## src/rtl/calc1_pkg.sv

```systemverilog
// Shared calc1 command/response codes, bus widths and requester state encoding.
// Latency: n/a (definitions only).
// Backpressure: n/a.
package calc1_pkg;

    localparam int CMD_W  = 4;
    localparam int RESP_W = 2;
    localparam int DATA_W = 32;

    localparam logic [CMD_W-1:0] CMD_NOP = 4'd0;
    localparam logic [CMD_W-1:0] CMD_ADD = 4'd1;
    localparam logic [CMD_W-1:0] CMD_SUB = 4'd2;
    localparam logic [CMD_W-1:0] CMD_SHL = 4'd5;
    localparam logic [CMD_W-1:0] CMD_SHR = 4'd6;

    localparam logic [RESP_W-1:0] RESP_NONE = 2'd0;
    localparam logic [RESP_W-1:0] RESP_OK   = 2'd1;
    localparam logic [RESP_W-1:0] RESP_OVF  = 2'd2;
    localparam logic [RESP_W-1:0] RESP_INV  = 2'd3;

    typedef enum logic [2:0] {
        ST_IDLE  = 3'd0,
        ST_SEND1 = 3'd1,
        ST_SEND2 = 3'd2,
        ST_WAIT  = 3'd3,
        ST_DONE  = 3'd4
    } state_t;

endpackage

```

## src/rtl/calc1_port_requester_if.sv

```systemverilog
// Bundles the upstream op/result handshakes and the calc1 port pins of one requester.
// Latency: n/a (wiring only).
// Backpressure: op_ready / res_ready carry valid-ready flow control in each direction.
interface calc1_port_requester_if;
    import calc1_pkg::*;

    logic              op_valid;
    logic              op_ready;
    logic [CMD_W-1:0]  op_cmd;
    logic [DATA_W-1:0] op_data1;
    logic [DATA_W-1:0] op_data2;
    logic [CMD_W-1:0]  req_cmd_out;
    logic [DATA_W-1:0] req_data_out;
    logic [RESP_W-1:0] resp_in;
    logic [DATA_W-1:0] data_in;
    logic              res_valid;
    logic              res_ready;
    logic [RESP_W-1:0] res_resp;
    logic [DATA_W-1:0] res_data;
    logic              res_timeout;
    logic              proto_err;

    // Requester side.
    modport slave (
        input  op_valid, op_cmd, op_data1, op_data2, resp_in, data_in, res_ready,
        output op_ready, req_cmd_out, req_data_out, res_valid, res_resp, res_data,
               res_timeout, proto_err
    );

    // Upstream driver plus calc1 model side.
    modport master (
        output op_valid, op_cmd, op_data1, op_data2, resp_in, data_in, res_ready,
        input  op_ready, req_cmd_out, req_data_out, res_valid, res_resp, res_data,
               res_timeout, proto_err
    );

endinterface

```

## src/rtl/calc1_timeout_ctr.sv

```systemverilog
// Response-wait counter with synchronous clear/enable and terminal count at TIMEOUT-1.
// Latency: tc_o is combinational from the registered count.
// Backpressure: none; holds its value when not enabled.
module calc1_timeout_ctr #(
    parameter int TIMEOUT = 64,
    parameter int CNT_W   = 10
) (
    input  logic c_clk,
    input  logic reset,
    input  logic clr_i,
    input  logic en_i,
    output logic tc_o
);

    localparam logic [CNT_W-1:0] TC_VAL = CNT_W'(TIMEOUT - 1);

    logic [CNT_W-1:0] cnt_q;
    logic [CNT_W-1:0] cnt_d;

    // Clear has priority over counting.
    always_comb begin
        cnt_d = cnt_q;
        if (clr_i) begin
            cnt_d = '0;
        end else if (en_i) begin
            cnt_d = cnt_q + CNT_W'(1);
        end
    end

    // Count register, cleared asynchronously.
    always_ff @(posedge c_clk or negedge reset) begin
        if (!reset) begin
            cnt_q <= '0;
        end else begin
            cnt_q <= cnt_d;
        end
    end

    assign tc_o = (cnt_q == TC_VAL);

endmodule

```

## src/rtl/calc1_port_requester.sv

```systemverilog
// Serialises one upstream op onto a calc1 port (cmd+op1, then op2) and returns the response.
// Latency: pins active 1 edge after handshake; result valid on the edge resp_in is first seen in WAIT.
// Backpressure: op_ready only in IDLE; result held stable in DONE until res_ready.
module calc1_port_requester
    import calc1_pkg::*;
#(
    parameter int TIMEOUT = 64,
    parameter int CNT_W   = 10
) (
    input  logic                  c_clk,
    input  logic                  reset,
    calc1_port_requester_if.slave bus
);

    state_t            state_q;
    logic [DATA_W-1:0] data2_q;
    logic [CMD_W-1:0]  req_cmd_q;
    logic [DATA_W-1:0] req_data_q;
    logic              res_valid_q;
    logic [RESP_W-1:0] res_resp_q;
    logic [DATA_W-1:0] res_data_q;
    logic              res_timeout_q;
    logic              proto_err_q;

    logic resp_seen;
    logic ctr_tc;
    logic ctr_clr;
    logic ctr_en;

    assign resp_seen = (bus.resp_in != RESP_NONE);
    // Counter restarts while operand 2 is on the pins, so it reads 0 on the first WAIT edge.
    assign ctr_clr   = (state_q == ST_SEND2);
    assign ctr_en    = (state_q == ST_WAIT) && !resp_seen && !ctr_tc;

    calc1_timeout_ctr #(
        .TIMEOUT (TIMEOUT),
        .CNT_W   (CNT_W)
    ) u_timeout_ctr (
        .c_clk (c_clk),
        .reset (reset),
        .clr_i (ctr_clr),
        .en_i  (ctr_en),
        .tc_o  (ctr_tc)
    );

    // Main FSM with all outputs registered; a response beats a coincident timeout.
    always_ff @(posedge c_clk or negedge reset) begin
        if (!reset) begin
            state_q       <= ST_IDLE;
            data2_q       <= '0;
            req_cmd_q     <= CMD_NOP;
            req_data_q    <= '0;
            res_valid_q   <= 1'b0;
            res_resp_q    <= RESP_NONE;
            res_data_q    <= '0;
            res_timeout_q <= 1'b0;
            proto_err_q   <= 1'b0;
        end else begin
            // A response arriving outside WAIT is a protocol violation; it is never captured.
            if (resp_seen && (state_q != ST_WAIT)) begin
                proto_err_q <= 1'b1;
            end
            case (state_q)
                ST_IDLE: begin
                    if (bus.op_valid) begin
                        if (bus.op_cmd != CMD_NOP) begin
                            data2_q    <= bus.op_data2;
                            req_cmd_q  <= bus.op_cmd;
                            req_data_q <= bus.op_data1;
                            state_q    <= ST_SEND1;
                        end else begin
                            res_resp_q    <= RESP_NONE;
                            res_data_q    <= '0;
                            res_timeout_q <= 1'b0;
                            res_valid_q   <= 1'b1;
                            state_q       <= ST_DONE;
                        end
                    end
                end
                ST_SEND1: begin
                    req_cmd_q  <= CMD_NOP;
                    req_data_q <= data2_q;
                    state_q    <= ST_SEND2;
                end
                ST_SEND2: begin
                    req_data_q <= '0;
                    state_q    <= ST_WAIT;
                end
                ST_WAIT: begin
                    if (resp_seen) begin
                        res_resp_q    <= bus.resp_in;
                        res_data_q    <= bus.data_in;
                        res_timeout_q <= 1'b0;
                        res_valid_q   <= 1'b1;
                        state_q       <= ST_DONE;
                    end else if (ctr_tc) begin
                        res_resp_q    <= RESP_NONE;
                        res_data_q    <= '0;
                        res_timeout_q <= 1'b1;
                        res_valid_q   <= 1'b1;
                        state_q       <= ST_DONE;
                    end
                end
                ST_DONE: begin
                    if (res_valid_q && bus.res_ready) begin
                        res_valid_q <= 1'b0;
                        state_q     <= ST_IDLE;
                    end
                end
                default: begin
                    state_q <= ST_IDLE;
                end
            endcase
        end
    end

    assign bus.op_ready     = (state_q == ST_IDLE);
    assign bus.req_cmd_out  = req_cmd_q;
    assign bus.req_data_out = req_data_q;
    assign bus.res_valid    = res_valid_q;
    assign bus.res_resp     = res_resp_q;
    assign bus.res_data     = res_data_q;
    assign bus.res_timeout  = res_timeout_q;
    assign bus.proto_err    = proto_err_q;

endmodule

```

## src/flat_wrapper.sv

```systemverilog
// flat-port wrapper written by rule: the top's interface ports become plain ports
module calc1_port_requester_flat import calc1_pkg::*;
#(
    parameter int TIMEOUT = 64,
    parameter int CNT_W   = 10
)
  (c_clk, reset, bus_op_valid, bus_op_cmd, bus_op_data1, bus_op_data2, bus_resp_in, bus_data_in, bus_res_ready, bus_op_ready, bus_req_cmd_out, bus_req_data_out, bus_res_valid, bus_res_resp, bus_res_data, bus_res_timeout, bus_proto_err);
  calc1_port_requester_if bus_i ();
  input  logic c_clk;
  input  logic reset;
  input wire logic [$bits(bus_i.op_valid)-1:0] bus_op_valid;
  input wire logic [$bits(bus_i.op_cmd)-1:0] bus_op_cmd;
  input wire logic [$bits(bus_i.op_data1)-1:0] bus_op_data1;
  input wire logic [$bits(bus_i.op_data2)-1:0] bus_op_data2;
  input wire logic [$bits(bus_i.resp_in)-1:0] bus_resp_in;
  input wire logic [$bits(bus_i.data_in)-1:0] bus_data_in;
  input wire logic [$bits(bus_i.res_ready)-1:0] bus_res_ready;
  output wire logic [$bits(bus_i.op_ready)-1:0] bus_op_ready;
  output wire logic [$bits(bus_i.req_cmd_out)-1:0] bus_req_cmd_out;
  output wire logic [$bits(bus_i.req_data_out)-1:0] bus_req_data_out;
  output wire logic [$bits(bus_i.res_valid)-1:0] bus_res_valid;
  output wire logic [$bits(bus_i.res_resp)-1:0] bus_res_resp;
  output wire logic [$bits(bus_i.res_data)-1:0] bus_res_data;
  output wire logic [$bits(bus_i.res_timeout)-1:0] bus_res_timeout;
  output wire logic [$bits(bus_i.proto_err)-1:0] bus_proto_err;
  assign bus_i.op_valid = bus_op_valid;
  assign bus_i.op_cmd = bus_op_cmd;
  assign bus_i.op_data1 = bus_op_data1;
  assign bus_i.op_data2 = bus_op_data2;
  assign bus_i.resp_in = bus_resp_in;
  assign bus_i.data_in = bus_data_in;
  assign bus_i.res_ready = bus_res_ready;
  assign bus_op_ready = bus_i.op_ready;
  assign bus_req_cmd_out = bus_i.req_cmd_out;
  assign bus_req_data_out = bus_i.req_data_out;
  assign bus_res_valid = bus_i.res_valid;
  assign bus_res_resp = bus_i.res_resp;
  assign bus_res_data = bus_i.res_data;
  assign bus_res_timeout = bus_i.res_timeout;
  assign bus_proto_err = bus_i.proto_err;
  calc1_port_requester #(.TIMEOUT(TIMEOUT), .CNT_W(CNT_W)) u_core (.c_clk(c_clk), .reset(reset), .bus(bus_i));
endmodule
```

## config.mk

```make
export PLATFORM = sky130hd
export DESIGN_NAME = calc1_port_requester_flat
export DESIGN_NICKNAME = d
export VERILOG_FILES = /design/src/rtl/calc1_pkg.sv /design/src/rtl/calc1_port_requester_if.sv /design/src/rtl/calc1_timeout_ctr.sv /design/src/rtl/calc1_port_requester.sv /design/src/flat_wrapper.sv
export SDC_FILE = /design/constraint.sdc
export NUM_CORES = 1
export LEC_CHECK = 0
export ABC_AREA = 1
export BUFFER_PORTS_ARGS = -buffer_cell sky130_fd_sc_hd__buf_2
export CAP_MARGIN = 30
export CORE_MARGIN = 5
export CORE_UTILIZATION = 45
export DETAILED_ROUTE_END_ITERATION = 8
export HOLD_SLACK_MARGIN = 0.02
export PLACE_DENSITY = 0.77
export SLEW_MARGIN = 40
export SYNTH_ARGS = -nofsm -noshare
export SYNTH_HDL_FRONTEND = slang
export SYNTH_HIERARCHICAL = 1
export SYNTH_SLANG_ARGS = --single-unit
```

## constraint.sdc

```tcl
create_clock -name c_clk -period 1.66 [get_ports c_clk]
set_input_delay 0.498 -clock c_clk [delete_from_list [all_inputs] [get_ports c_clk]]
set_output_delay 0.498 -clock c_clk [all_outputs]
set_load 0.02 [all_outputs]
```

Yosys cells after proc, flatten, opt, wreduce, memory -nomap -nowiden
Cells that the tools add are included.
{ "word_totals": {"regBits": 118, "input_bits": 106, "output_inout_bits": 74, "wordCells": 76} }
{ "classes": {"addsub": 1, "eq_ne": 11, "n_mux": 34, "n_reduce_logical": 20} }
{ "ops": {"columns": ["cell", "n"], "rows": [
  ["$mux W32", 6],
  ["$pmux W32 S3", 1],
  ["$pmux W32 S2", 1],
  ["$mux W10", 2],
  ["$mux W3", 5],
  ["$pmux W3 S5", 1],
  ["$reduce_and A3 Y1", 4],
  ["$add A10 B1 Y10 const B", 1],
  ["$eq A10 B6 Y1 const B", 1],
  ["$mux W1", 8],
  ["$mux W2", 4],
  ["$mux W4", 2],
  ["$pmux W4 S2", 1],
  ["$reduce_bool A2 Y1", 4],
  ["$eq A3 B2 Y1 const B", 2],
  ["$reduce_bool A3 Y1", 2],
  ["$reduce_and A5 Y1", 1],
  ["$logic_and A1 B1 Y1", 4],
  ["$ne A2 B1 Y1 const B", 2],
  ["$ne A2 B2 Y1 const B", 2],
  ["$pmux W2 S2", 1],
  ["$reduce_and A4 Y1", 1],
  ["$reduce_bool A4 Y1", 1],
  ["$eq A3 B1 Y1 const B", 1],
  ["other kinds (7)", 8]
]} }

Depth between registers and ports, before layout
{ "depth": {"depth_word": 6, "depth_mapped": 12, "ltp_nobuf": 12} }

Cells and area by module
Netlist, hierarchy kept.
{ "by_module_without_submodules": {"columns": ["mod", "n_inst", "cells_per_inst", "area_each_um2", "seq_area_each_um2"], "rows": [
  ["calc1_port_requester", 1, 561, 4598.2, 2702.6],
  ["calc1_timeout_ctr", 1, 76, 565.5, 250.2]
]} }

Worst setup path after synthesis
Ideal clock, no wire load.
{ "synth_timing": {"path_type": "register -> register", "from": "register u_core.u_timeout_ctr.cnt_q[0]", "to": "register u_core.res_data_q[10] (netlist: u_core/bus.res_data[10])", "setup_ns": 0.117, "t_arrival_ns": 1.713, "required_time_ns": 1.543, "setup_slack_ns": -0.170, "stages_incl_launch_ff": 12, "n_path_buf": 1, "period_less_slack_ns": 1.830, "path_cell_list": "dfrtp_1 ha_1 nand3_2 nor4b_1 nor2_1 nand2_2 inv_2 nor2_1 nand2_2 buf_6 nand2_1 nand2_1"} }
{ "synth_between": {"elab_chain_cells": 3} }
{ "synth_rtl": {"columns": ["item", "line_no", "rtl"], "rows": [
  ["start: declaration", "calc1_timeout_ctr.sv:17", "logic [CNT_W-1:0] cnt_q;"],
  ["start signal: assignment", "calc1_timeout_ctr.sv:35", "cnt_q <= cnt_d;"],
  ["$eq A10 B6 Y1", "calc1_timeout_ctr.sv:39", "assign tc_o = (cnt_q == TC_VAL);"],
  ["via u_core.ctr_tc", "calc1_port_requester.sv:26", "logic ctr_tc;"],
  ["$ne A3 B1 Y1 (no line)", null, null],
  ["$reduce_and A4 Y1 (no line)", null, null],
  ["end signal: assignment", "calc1_port_requester.sv:92", "res_data_q <= bus.data_in;"],
  ["end: declaration", "calc1_port_requester.sv:21", "logic [DATA_W-1:0] res_data_q;"]
]} }
The timed path passes the listed nets, and every way through them passes these cells.
A chain may end at the register's enable or synchronous reset.

Final worst setup path
{ "layout_timing": {"from": "register u_core.u_timeout_ctr.cnt_q[1]", "to": "register u_core.res_data_q[20] (netlist: u_core/bus.res_data[20])"} }
Same word-level chain as after synthesis.

==> flow_summary.rst <==
.. list-table::
   :header-rows: 1

   * - Metric
     - Value
   * - Post-route fraction of the period consumed by the critical path
     - 107%
   * - Synthesized area
     - around 5200 sq um
   * - Post-synthesis cell count
     - 637
   * - Register-to-Register Setup Slack
     - -120 ps
   * - Count of state elements after synthesis
     - around 120
   * - Origin of the critical flop-to-flop path
     - u_core/u_timeout_ctr/cnt_q[1]
   * - Final setup margin
     - -118 ps
   * - Data arrival at the endpoint of the critical path
     - around 2100 ps
   * - Number of buffers inserted by port buffering
     - 179
   * - Critical path startpoint category
     - flop
   * - Antenna Nets Post-Route
     - 0
   * - Violations in the final reports
     - setup timing
   * - Count of distinct cell types in the synthesized netlist
     - 22
   * - Number of top-level pins
     - between 150 and 200
   * - Number of slew-limit violations in the final report
     - 0
   * - Pre-CTS WS
     - -216 ps
   * - Critical R2R Capture
     - u_core/bus.res_data[20]
   * - Setup skew after layout
     - 7.85 ps
   * - Fill count
     - 988
   * - Post-Synth Simple-Gate Area
     - roughly 30%
   * - Top cell type's share of synthesized area
     - between 50% and 60%
   * - Slew margin rel.
     - 74.9%
   * - Total number of H-tree levels
     - 4
   * - Max clock buf depth
     - 2
   * - Wire length of the first global-routing pass
     - 21700 um
   * - Max-capacitance violation count
     - 0
   * - Length of the first detailed-routing pass in iterations
     - 5
   * - Compound-cell area share of the yosys netlist
     - a little over 6%
   * - Met3 track demand over resource
     - under 10%
   * - Synthesized-area fraction occupied by adder cells
     - less than 1%
   * - Final min period
     - 1780 ps
   * - Routed length per instance
     - 13.8 um
   * - Worst IR Drop VDD
     - around 1100 uV
   * - Leak pwr
     - between 4 and 5 nW
   * - Slowest cell delay on critical path
     - 410 ps
   * - Clock tree root buffer cell
     - clkbuf_16
   * - Width of the die
     - between 100 and 150 um
   * - Area added between synthesis and finish
     - 43.6%
   * - Outcome
     - complete, but fails checks
   * - Antenna fix cells
     - 0
   * - Synthesis warning total
     - 6
   * - Commonest cells in the netlist
     - nand2_1 (323), dfrtp_1 (118), o21ai_0 (50), inv_1 (42), nand3_1 (25)
   * - Most frequent cell after synthesis
     - nand2_1
   * - Combinational family with the most area after synthesis
     - simple AND/OR/NAND/NOR gates
   * - Height of the die
     - 117 um
   * - Clock buffer count from CTS
     - 17
   * - Largest net degree at the start of global routing
     - around 40
   * - Post-detailed-placement half-perimeter wirelength
     - roughly 9600 um
   * - Hold violation total from the final report
     - 0
   * - Layout net count
     - between 900 and 1000
   * - Critical setup path kind
     - reg -> reg
   * - Final wirelength
     - 14000 um
   * - Number of violations reported at the end of detailed-routing iteration 0
     - around 330
   * - EDFF count, synth
     - 0
   * - Highest fanout seen on the critical path
     - 9
   * - Cells traversed along the worst timing path
     - ha_4 -> nand3_4 -> nor4b_4 -> nor2_1 -> nand2_2 -> inv_4 -> nor2_4 -> buf_6 -> nand2_4 -> nand2_1 -> nand2_1
   * - Endpoints failing setup
     - 45
   * - Clock network latency to the later pin of the worst-skew pair
     - about 400 ps
   * - Syn avg cell area
     - ~8 sq um
   * - CP Launch Point
     - u_core/u_timeout_ctr/cnt_q[1]
   * - Accumulated negative setup slack
     - -3770 ps
   * - Final weighted congestion in routability-driven placement
     - about 0.82
   * - Met1 GRT Util
     - between 20% and 30%
   * - Detailed-route DRC error count
     - 0
   * - Transition time at the pin with the least slew margin
     - 377 ps
   * - Power density of the placed cells
     - about 2100 nW/um^2
   * - DIE AREA
     - 13700 sq um
   * - Multi-input combinational cell area
     - between 2000 and 2500 sq um
   * - Storage cell area
     - 2960 sq um
   * - Fraction of layout cells with a size suffix above 1
     - between 30 and 40%
   * - TritonCTS clock tree
     - built
   * - Required time of the worst setup path
     - 1950 ps
   * - Initial antenna violation count
     - 0
   * - Cell Rows
     - 39
   * - Placeable core region
     - 11300 sq um
   * - Share of async-settable or async-resettable flops after synthesis
     - 100%
   * - Remaining Overflow, GRT
     - 0
   * - Logic depth of the worst path, buffers included
     - 11
   * - Most frequent CP cell
     - nand2_1
   * - Sinks on the clock net
     - approximately 120
   * - Initial Util
     - a little under half
   * - Area leader, netlist
     - dfrtp_1
   * - Met2 GRT Util
     - around 34%
   * - Number of global-route vias before repair
     - ~4700
   * - Ys flop type
     - dfrtp_1
   * - Clock slew at the register clock pins of the worst setup and hold paths
     - roughly 50 ps
   * - Crit end category
     - flop
   * - RSZ-0062 raised after global routing
     - yes
   * - CP Buf/Inv Count
     - 2
   * - Largest cells by area after synthesis
     - dfrtp_1 (57%), nand2_1 (23%), o21ai_0 (4.8%)
   * - Aggregate global-route resource usage
     - roughly a fifth
   * - Most utilized layer in the global route result
     - met2
   * - Synthesized net count
     - 744
   * - HP Class
     - in -> reg
   * - Post-DR vias/cell
     - 4.76
   * - Kind of cell adding the most delay to the critical path
     - simple AND/OR/NAND/NOR gates
   * - Mux share of post-synthesis cell area
     - 0%
   * - Vias after detailed routing
     - 4841
   * - R2r worst-path depth
     - 11
   * - CP endpoint
     - u_core/bus.res_data[20]
   * - Fmax
     - 563 MHz
   * - Xor/xnor share of the synthesized area
     - 0%
   * - Max stage delay cell, worst path
     - dfrtp_1
   * - Part of the Yosys area used for sequential elements
     - approximately 57%
-- state kept, by name, indices dropped and copies added, names as in the netlist --
signal,count
u_core/bus.req_cmd_out,4
u_core/data2_q,32
u_core/bus.proto_err,1
u_core/bus.res_valid,1
u_core/bus.res_resp,2
u_core/bus.res_timeout,1
u_core/u_timeout_ctr/cnt_q,10
u_core/bus.res_data,32
u_core/bus.req_data_out,32
u_core/state_q,3
-- through the flow --
| step | hold slack, ps | instances | power, mW | util, % | cell area (sq um) |
|---|---|---|---|---|---|
| 2_1_floorplan | 202 | 637 | 8.95 | - | 5190 |
| 3_3_place_gp | 447 | 968 | 11.2 | 57.1 | 6470 |
| 3_5_place_dp | 443 | 968 | 11.4 | 57.1 | 6470 |
| 4_1_cts | 283 | 1011 | 15.4 | 64.1 | 7250 |
| 5_1_grt | 288 | 1017 | 16.7 | 65.5 | 7420 |
| 6_report | 297 | 1017 | 15.6 | 65.5 | 7420 |
-- worst min path at each step --
stage	from	endpoint	slack (ps)	cells past startpoint
floorplan	reset	u_core/bus.proto_err	200	0
global placement	reset	u_core/bus.req_data_out[25]	450	1
detailed placement	reset	u_core/bus.req_data_out[25]	440	1
CTS	bus_data_in[30]	u_core/bus.res_data[30]	280	3
global route	bus_data_in[18]	u_core/bus.res_data[18]	290	3
finish	bus_data_in[30]	u_core/bus.res_data[30]	300	3
-- kinds of logic after synthesis --
kind of cell,Yosys count
adders and majority gates,1
DFF,118
AOI/OAI and AO/OA,63
and+or+nand+nor,381
buffers and inverters,74
-- routing by layer --
layer,up-vias,share of wire [%]
met1,2271,43
li1,2418,-
met4,0,0.10
met5,-,0
met3,4,7.0
met2,148,50
-- cells in the final DEF, fill, tap and decap left out, types with 4 or more instances in the layout --
master       n
nand2_8      4
buf_4       36
inv_2        4
inv_1       42
nor2_4       5
buf_6        5
nand2_2     28
nand3_2      6
dfrtp_1    115
nand2_1    297
o21ai_0     49
buf_12       7
clkinv_2     4
buf_2      177
nand3_1     19
nor2_1      15
o21ai_1      7
clkbuf_16   17
-- timing repair --
item | CTS | global route
gates resized for setup | 29 | 29
hold buffers | 1 | 0
pin swaps | 8 | 9
setup endpoints to repair | 48 | 49
endpoints found under the hold margin | 6 | 0
setup buffers | 8 | 5
cloned | 3 | 2
-- final cells by class --
| type | instances | share of cell area [%] |
|---|---|---|
| clock buffer | 22 | 6.26 |
| multi-input combinational | 450 | 29.0 |
| inverter | 48 | 2.50 |
| clock inverter | 9 | 1.38 |
| timing repair buffer | 227 | 18.6 |
| tap | 143 | 2.41 |
| sequential | 118 | 39.9 |
-- worst register-to-register path, stage by stage (launching register included) --
cell	delay [ps]
dfrtp_1	410
ha_4	180
nand3_4	90
nor4b_4	250
nor2_1	80
nand2_2	100
inv_4	50
nor2_4	120
buf_6	150
nand2_4	110
nand2_1	100
nand2_1	50
-- power by group --
part	switching (mW)	internal (mW)
registers	0.607	4.16
logic	4.66	2.66
clock network	1.23	2.27
total	6.50	9.08
Note: power is estimated with default switching activity, not from simulation.
